<file path="src/rtl/state_pkg.sv">
// state_pkg: shared FSM state encodings for the level and player logic
package state_pkg;
    typedef enum logic {S2_WAIT, S2_RUN} State2;
    typedef enum logic [1:0] {P_IDLE, P_LEFT, P_RIGHT, P_BLOCKED} PlayerState;
endpackage

</file>
<file path="src/rtl/draw_player_ctl_n_gate_limit.sv">
// gate_limit: clips a candidate player X against every closed gate lying fully ahead
module gate_limit #(
    parameter int XW = 12,
    parameter int PLAYER_W = 40,
    parameter int NUM_GATES = 2,
    parameter logic [NUM_GATES*XW-1:0] GATE_L = {12'd550, 12'd310},
    parameter logic [NUM_GATES*XW-1:0] GATE_R = {12'd600, 12'd450}
) (
    input  logic [XW-1:0]        x_i,
    input  logic [XW:0]          cand_i,
    input  logic                 right_i,
    input  logic [NUM_GATES-1:0] gate_open_i,
    output logic [XW:0]          cand_o
);
    localparam logic [XW:0] PW = (XW+1)'(PLAYER_W);
    logic [XW:0] x_w;
    assign x_w = {1'b0, x_i};
    function automatic logic [XW:0] bound(input logic [NUM_GATES*XW-1:0] v, input int g);
        return {1'b0, v[g*XW +: XW]};
    endfunction
    // gates overlapping the player are skipped so it can always walk out
    always_comb begin
        cand_o = cand_i;
        for (int g = 0; g < NUM_GATES; g++) begin
            if (!gate_open_i[g] && right_i && bound(GATE_L, g) >= x_w + PW && cand_o > bound(GATE_L, g) - PW)
                cand_o = bound(GATE_L, g) - PW;
            if (!gate_open_i[g] && !right_i && bound(GATE_R, g) < x_w && cand_o < bound(GATE_R, g) + 1'b1)
                cand_o = bound(GATE_R, g) + 1'b1;
        end
    end
endmodule

</file>
<file path="src/rtl/draw_player_ctl_n.sv">
// draw_player_ctl_n: per-frame horizontal player motion with acceleration, screen clamp and gates
module draw_player_ctl_n
    import state_pkg::*;
#(
    parameter int XW = 12,
    parameter int X_MIN = 0,
    parameter int X_MAX = 700,
    parameter int X_START = 0,
    parameter int PLAYER_W = 40,
    parameter int NUM_GATES = 2,
    parameter logic [NUM_GATES*XW-1:0] GATE_L = {12'd550, 12'd310},
    parameter logic [NUM_GATES*XW-1:0] GATE_R = {12'd600, 12'd450},
    parameter int MAX_SPEED = 4
) (
    input  logic                 clk,
    input  logic                 rst,
    input  logic                 v_tick,
    input  logic                 move_left,
    input  logic                 move_right,
    input  logic [NUM_GATES-1:0] gate_open,
    output logic [XW-1:0]        xpos_player,
    output logic [3:0]           speed,
    output logic                 blocked,
    output PlayerState           state
);
    localparam logic [XW:0] X_LO = (XW+1)'(X_MIN);
    localparam logic [XW:0] X_HI = (XW+1)'(X_MAX - PLAYER_W + 1);
    localparam logic [3:0] S_MAX = 4'(MAX_SPEED);
    logic tick_q;
    logic [XW-1:0] x_q, x_d;
    logic [3:0] speed_q, speed_d, spd;
    logic blocked_q, blocked_d;
    PlayerState state_q, state_d;
    logic frame, cmd, cont;
    logic [XW:0] x_w, step, cand_r, cand_l, cand, lim;
    assign frame = v_tick & ~tick_q;
    assign cmd = move_left ^ move_right;
    assign cont = (state_q == P_RIGHT && move_right) || (state_q == P_LEFT && move_left);
    assign spd = !cont ? 4'd1 : speed_q >= S_MAX ? S_MAX : speed_q + 4'd1;
    assign x_w = {1'b0, x_q};
    assign step = (XW+1)'(spd);
    assign cand_r = x_w + step > X_HI ? X_HI : x_w + step;
    assign cand_l = x_w < X_LO + step ? X_LO : x_w - step;
    assign cand = move_right ? cand_r : cand_l;
    gate_limit #(
        .XW(XW), .PLAYER_W(PLAYER_W), .NUM_GATES(NUM_GATES), .GATE_L(GATE_L), .GATE_R(GATE_R)
    ) u_gate_limit (
        .x_i(x_q), .cand_i(cand), .right_i(move_right), .gate_open_i(gate_open), .cand_o(lim)
    );
    always_comb begin
        x_d = x_q;
        speed_d = speed_q;
        blocked_d = blocked_q;
        state_d = state_q;
        if (frame && !cmd) begin
            state_d = P_IDLE;
            speed_d = 4'd0;
            blocked_d = 1'b0;
        end else if (frame && lim == x_w) begin
            state_d = P_BLOCKED;
            speed_d = 4'd0;
            blocked_d = 1'b1;
        end else if (frame) begin
            state_d = move_right ? P_RIGHT : P_LEFT;
            x_d = lim[XW-1:0];
            speed_d = spd;
            blocked_d = 1'b0;
        end
    end
    always_ff @(posedge clk or posedge rst) begin
        if (rst) begin
            tick_q <= 1'b0;
            x_q <= XW'(X_START);
            speed_q <= 4'd0;
            blocked_q <= 1'b0;
            state_q <= P_IDLE;
        end else begin
            tick_q <= v_tick;
            x_q <= x_d;
            speed_q <= speed_d;
            blocked_q <= blocked_d;
            state_q <= state_d;
        end
    end
    assign xpos_player = x_q;
    assign speed = speed_q;
    assign blocked = blocked_q;
    assign state = state_q;
endmodule

</file>
<file path="config.mk">
export PLATFORM = sky130hd
export DESIGN_NAME = draw_player_ctl_n
export DESIGN_NICKNAME = d
export VERILOG_FILES = /design/src/rtl/state_pkg.sv /design/src/rtl/draw_player_ctl_n_gate_limit.sv /design/src/rtl/draw_player_ctl_n.sv
export SDC_FILE = /design/constraint.sdc
export NUM_CORES = 1
export LEC_CHECK = 0
export ABC_CLOCK_PERIOD_IN_PS = 7700
export BUFFER_PORTS_ARGS = -buffer_cell sky130_fd_sc_hd__buf_4
export CORE_MARGIN = 10
export CORE_UTILIZATION = 60
export DETAILED_ROUTE_END_ITERATION = 6
export GPL_ROUTABILITY_DRIVEN = 0
export PLACE_DENSITY = 0.8
export RECOVER_POWER = 25
export SYNTH_ARGS = -nofsm -noshare
export SYNTH_HDL_FRONTEND = slang
export SYNTH_HIERARCHICAL = 1
export SYNTH_SLANG_ARGS = --single-unit
</file>
<file path="constraint.sdc">
create_clock -name clk -period 7.7 [get_ports clk]
set_input_delay 1.155 -clock clk [delete_from_list [all_inputs] [get_ports clk]]
set_output_delay 1.155 -clock clk [all_outputs]
set_load 0.05 [all_outputs]
</file>
Word-level counts from Yosys, hierarchy flattened:

Index checks and enable logic that the tools add are counted.

* multiplexer cells: 19
* multiply operators: 0
* order comparisons: 11
* shift operators: 0
* equality and inequality tests: 3
* divide/modulo/power cells: 0
* add/sub/neg operators: 4
* reductions and logical operators: 23
* bitwise operators: 5

Operator list (count)
* $mux 13: 7
* $gt 13x9->1 const B: 2
* $mux 4: 5
* $logic_and 1x1->1: 16
* $add 12x4->13: 1
* $add 12x6->13 const B: 1
* $eq 13x12->1: 1
* $ge 10x13->1 const A: 1
* $ge 9x13->1 const A: 1
* $gt 13x10->1 const B: 1
* $lt 13x10->1 const B: 1
* $lt 13x9->1 const B: 1
* $sub 12x4->13: 1
* $lt 10x12->1 const A: 1
* $lt 12x4->1: 1
* $lt 9x12->1 const A: 1
* $mux 2: 4
* $add 4x1->4 const B: 1
* $ge 4x3->1 const B: 1
* $logic_not 1->1: 4
* $mux 1: 3
* $not 1->1: 3
* $reduce_and 3->1: 1
* $reduce_bool 3->1: 1
* other kinds (5): 5

* memory bits (writable): 0
* bits in read-only memories: 0
* bits of input ports: 7
* latch bits: 0
* logic and storage cells: 70
* memories: 0
* output and inout bits: 19
* bits in registers: 20

Longest topological paths before layout:

* depth after elaboration: 24
* mapped depth: 28

Hierarchy:

The synthesis kept the hierarchy.

By module, submodules not included
* draw_player_ctl_n: times used 1, seq. area each 500.5 um^2, area each 2008.2 um^2, cells an instance 226
* gate_limit: times used 1, seq. area each 0.0 um^2, area each 835.8 um^2, cells an instance 126

Worst setup path before layout:

Ideal clock, no wire load.

* path kind: input to register
* start: input port move_right
* end: register x_q[1] (netlist: xpos_player[1])
* path slack: 0.718 ns
* stages on the path: 26
* arrival time: 6.856 ns
* buffers on the path: 2
* cell sequence: buf_2 nand2_1 o21ai_0 and3_1 inv_1 fa_1 nor2_8 o211ai_2 or3_1 a311o_1 a211oi_4 a32o_1 nor4_1 a21o_1 a211oi_2 o211ai_1 a2111o_1 nor4_1 nor3_1 xnor2_1 nand4_1 or4_4 nor3_4 nor3_2 buf_6 mux2_4

* word-level cells in the longest chain between the ends: 23

Ends and longest elaborated chain
* from (decl): line draw_player_ctl_n.sv:19 `input logic move_right,`
* $logic_and 1x1->1: line draw_player_ctl_n.sv:38 `assign cont = (state_q == P_RIGHT && move_right) || (state_q == P_LEFT && move_left);`
* $logic_or 1x1->1: line draw_player_ctl_n.sv:38
* $mux 4: line draw_player_ctl_n.sv:39 `assign spd = !cont ? 4'd1 : speed_q >= S_MAX ? S_MAX : speed_q + 4'd1;`
* $add 12x4->13: line draw_player_ctl_n.sv:42 `assign cand_r = x_w + step > X_HI ? X_HI : x_w + step;`
* $gt 13x10->1: line draw_player_ctl_n.sv:42
* $mux 13: line draw_player_ctl_n.sv:42
* $mux 13 *: line draw_player_ctl_n.sv:44 `assign cand = move_right ? cand_r : cand_l;`
* via cand[6]: line draw_player_ctl_n.sv:35 `logic [XW:0] x_w, step, cand_r, cand_l, cand, lim;`
* (+9 left out)
* $lt 13x10->1: line draw_player_ctl_n_gate_limit.sv:27 `if (!gate_open_i[g] && !right_i && bound(GATE_R, g) < x_w && cand_o < bound(GATE_R, g) + 1'b1)`
* $logic_and 1x1->1: line draw_player_ctl_n_gate_limit.sv:27
* $mux 13 *: line draw_player_ctl_n_gate_limit.sv:27
* via lim[2]: line draw_player_ctl_n.sv:35
* $eq 13x12->1 *: line draw_player_ctl_n.sv:59 `end else if (frame && lim == x_w) begin`
* $logic_and 1x1->1 *: line draw_player_ctl_n.sv:59
* $not 1->1 (no source line) *
* $reduce_and 3->1 (no source line) *
* to (signal assigned): line draw_player_ctl_n.sv:73 `x_q <= XW'(X_START);`
* to (decl): line draw_player_ctl_n.sv:30 `logic [XW-1:0] x_q, x_d;`

Mark *: on every way through the listed nets, which the timed path passes. The rest lies on a longest branch.
A chain may end at the register's enable or synchronous reset.

Worst setup path in the final report:

* start: input port move_right
* end: register speed_q[1] (netlist: speed[1])

* word-level cells in the longest chain between the ends: 23

Ends and longest elaborated chain
* $logic_and 1x1->1: line draw_player_ctl_n.sv:38
* $logic_or 1x1->1: line draw_player_ctl_n.sv:38
* $mux 4: line draw_player_ctl_n.sv:39
* $add 12x4->13: line draw_player_ctl_n.sv:42
* $gt 13x10->1: line draw_player_ctl_n.sv:42
* $mux 13: line draw_player_ctl_n.sv:42
* $mux 13 *: line draw_player_ctl_n.sv:44
* via cand[1]: line draw_player_ctl_n.sv:35
* (+9 left out)
* $lt 13x10->1: line draw_player_ctl_n_gate_limit.sv:27
* $logic_and 1x1->1: line draw_player_ctl_n_gate_limit.sv:27
* $mux 13 *: line draw_player_ctl_n_gate_limit.sv:27
* via lim[2]: line draw_player_ctl_n.sv:35
* $eq 13x12->1 *: line draw_player_ctl_n.sv:59
* $logic_and 1x1->1 *: line draw_player_ctl_n.sv:59
* $mux 4: line draw_player_ctl_n.sv:59
* $mux 4: line draw_player_ctl_n.sv:55 `if (frame && !cmd) begin`
* to (signal assigned): line draw_player_ctl_n.sv:80 `speed_q <= speed_d;`
* to (decl): line draw_player_ctl_n.sv:31 `logic [3:0] speed_q, speed_d, spd;`

Mark *: on every way through the listed nets, which the timed path passes. The rest lies on a longest branch. The select of a mux whose other input is x is not followed.

==> results.yml <==
run_status:
  status: "finished clean"
timing:
  fin_crit_sh: 0.955
  skew_ns: 0.00359
  setup_tns_ns: 0
  finalHoldViolations: 0
  layout_min_cycle_time_ns: 7.35
  finalMaxSlewViolations: 0
  relSlewSlack: 0.400
  rsz0062_at_grt: "no"
  fin_hold_ws_ns: 0.534
  worst_pin_slew_ns: 0.900
  setup_viol: 0
  fmax_mhz: 136
clocking:
  numClockSinks: 20
  hold_buffers: 0
  clk_latency_ns: 0.26
  h-tree-depth: 1
  clk_path_buf_depth: 2
  cts_tree: "yes"
  cts_made_buffers: 3
  clkTransAtPathRegs_ns: 0.07
  root_buffer: "clkbuf_8"
worst_hold_path:
  hp-start: "blocked$_DFFE_PP0P_"
  hold_class: "reg -> reg"
  hold_end: "blocked$_DFFE_PP0P_"
  hold_depth: 2
setup_path:
  critPathCaptureType: "register"
  start_kind: "primary input"
  critPathKind: "in -> reg"
  timing.rr.end: "speed[1]$_DFFE_PP0P_"
  r2r_start: "state[1]$_DFFE_PP0P_"
  reg2reg_setup_slack_ns: 0.91
  cp_max_fo: 13
  crit_required_ns: 7.85
  crit_arrival_ns: 7.50
  r2r_cells: 25
route:
  drc: 0
  drt_wl_total_um: 8430
  drt_iter0_drc: 305
  routed-via-count: 2948
  wl_per_cell_um: 19.5
  dr.pass1.iters: 5
  avgViaCountPerCell: 6.84
  ant_nets: 0
flow_run:
  cap_violations: 0
die:
  rows: 24
  floorplan.initialDensity: 0.636
  dieArea_um2: 7890
  die_y_um: 88.8
  die_w_um: 88.8
  coreArea_um2: 4470
  ios: 26
synth:
  yosysMostFrequentCell: "nor2_1"
  ys_ff_latch: 20
  yosysUniqueCellTypes: 74
  synth_top_area_frac: 0.176
  syn_inst: 352
  synth_common_cells: "29 x nor2_1, 27 x a21oi_1, 21 x nand2_1, 20 x dfrtp_1"
  ys.flop_type: "dfrtp_1"
  yosysSeqAreaShare: 0.176
  post-synth-top-area-cell: "dfrtp_1"
  synth_edf_count: 0
  syn-cell-area_um2: 2840
  synthTopCellsByArea: "dfrtp_1 18%, xnor2_1 5.5%, ha_1 5.3%"
  ys_warn_count: 6
  synth_nets: 373
  async_flop_share: 1.00
  avgSynthCellArea_um2: 8.08
power_and_ir_drop:
  ir_drop_v: 0.000376
  p_per_area_nw_per_um2: 480
  power_leakage_nw: 1.33
place:
  placedCellCount: 427
  portBuffers: 25
  dp_hpwl_um: 6290
global_routing:
  grt_max_degree: 25
  antenna_found_initial: 0
  overflow: 0
  first_global_vias: 2731
  grt_pass1_wl_um: 13700
  grt_usage: 0.215
finish:
  drive_gt1_frac: 0.193
  layout-area-overhead-vs-synth_pct: 11.0
  nets: 401
  stdcell_count: 431
  antennaDiodeCount: 0
==> cells in the final DEF (no fill, tap or decap), drive strengths merged, types with 3 or more instances in the layout <==
cell type,n
a211oi,5
a21o,4
a21oi,27
a22o,3
a32o,3
and2,9
and3,4
buf,37
clkbuf,6
dfrtp,20
ha,12
inv,18
mux2,12
mux2i,4
nand2,21
nand2b,8
nand3,7
nand4,5
nor2,30
nor2b,6
nor3,15
nor4,10
o2111ai,3
o211ai,6
o21a,4
o21ai,15
o221ai,5
o22ai,3
o31ai,4
or3,8
or4,4
xnor2,18
xor2,7
==> critical path, stage by stage <==
cell and delay [ns]:
buf_4 0.10, nand2_1 0.05, o21ai_0 0.32, and3_1 0.28, inv_1 0.12, fa_1 0.51, nor2_8 0.15, o211ai_2 0.12
or3_1 0.35, a311o_1 0.35, a211oi_4 0.33, a32o_1 0.31, nand4_1 0.15, a21o_1 0.20, a211oi_2 0.25, o211ai_1 0.18
a2111o_1 0.50, nor4_1 0.41, nor3_1 0.15, xnor2_1 0.18, nand4_1 0.10, or4_4 0.50, nor3_4 0.20, nor3_4 0.15
buf_4 0.20, a22o_1 0.17
==> timing repair <==
item,in CTS,in global routing
resized for setup,0,1
setup endpoints to repair,0,15
endpoints found under the hold margin,0,0
setup buffers,0,0
==> cells by family (layout without fill, tap and decap cells) <==
family / after synthesis / after routing / share of synthesized area
buffers and inverters: 34 / 61 / 0.0598
adder cells (fa/ha/maj): 14 / 14 / 0.0669
AND/OR/NAND/NOR: 138 / 138 / 0.276
AO/OA/AOI/OAI: 103 / 103 / 0.271
flip-flops: 20 / 20 / 0.176
multiplexers: 16 / 16 / 0.0708
other: 2 / 2 / 0.00264
XOR/XNOR: 25 / 25 / 0.0770
==> area by class of cell <==
type,instances,area (um^2)
Tap cell,52,65.1
Sequential cell,20,500
Timing Repair Buffer,39,289
Fill cell,369,1320
Clock buffer,4,55.1
Inverter,18,67.6
Multi-Input combinational cell,298,2180
==> stage by stage <==
stage / utilization / cell area, um^2 / total power, W / worst slack [ns]
CTS: 0.705 / 3150 / 0.00149 / 0.292
global placement: 0.693 / 3100 / 0.00138 / 0.336
finish: 0.706 / 3160 / 0.00151 / 0.349
global route: 0.706 / 3160 / 0.00162 / 0.0329
floorplan: - / 2840 / 0.00111 / 0.718
detailed placement: 0.693 / 3100 / 0.00140 / 0.0377
==> flip-flops by register name, summed over array words and instances (netlist names) <==
name and flops:
tick_q 1, xpos_player 12, state 2, speed 4
blocked 1
==> power breakdown <==
group,internal (W),switching [W]
registers,0.000133,0.000133
logic,0.000476,0.000693
clock network,0.0000455,0.0000344
total,0.000654,0.000861
==> metal layers <==
layer	global-route usage	part of all wire	vias to the layer above
met5	0	0	-
met4	0.0690	0.023	0
met3	0.0303	0.098	31
met2	0.334	0.44	183
met1	0.298	0.44	1366
li1	-	-	1368
==> how the worst max path moves through the flow <==
stage | start | to | slack [ns] | cells past startpoint
floorplan | move_right | xpos_player[1]$_DFFE_PP0P_ | 0.72 | 26
global placement | move_left | xpos_player[4]$_DFFE_PP0P_ | 0.34 | 25
detailed placement | move_right | xpos_player[4]$_DFFE_PP0P_ | 0.04 | 24
CTS | move_right | xpos_player[4]$_DFFE_PP0P_ | 0.29 | 25
global route | move_right | speed[0]$_DFFE_PP0P_ | 0.03 | 27
finish | move_right | speed[1]$_DFFE_PP0P_ | 0.35 | 26
No activity file was read; power rests on OpenSTA's default activity.
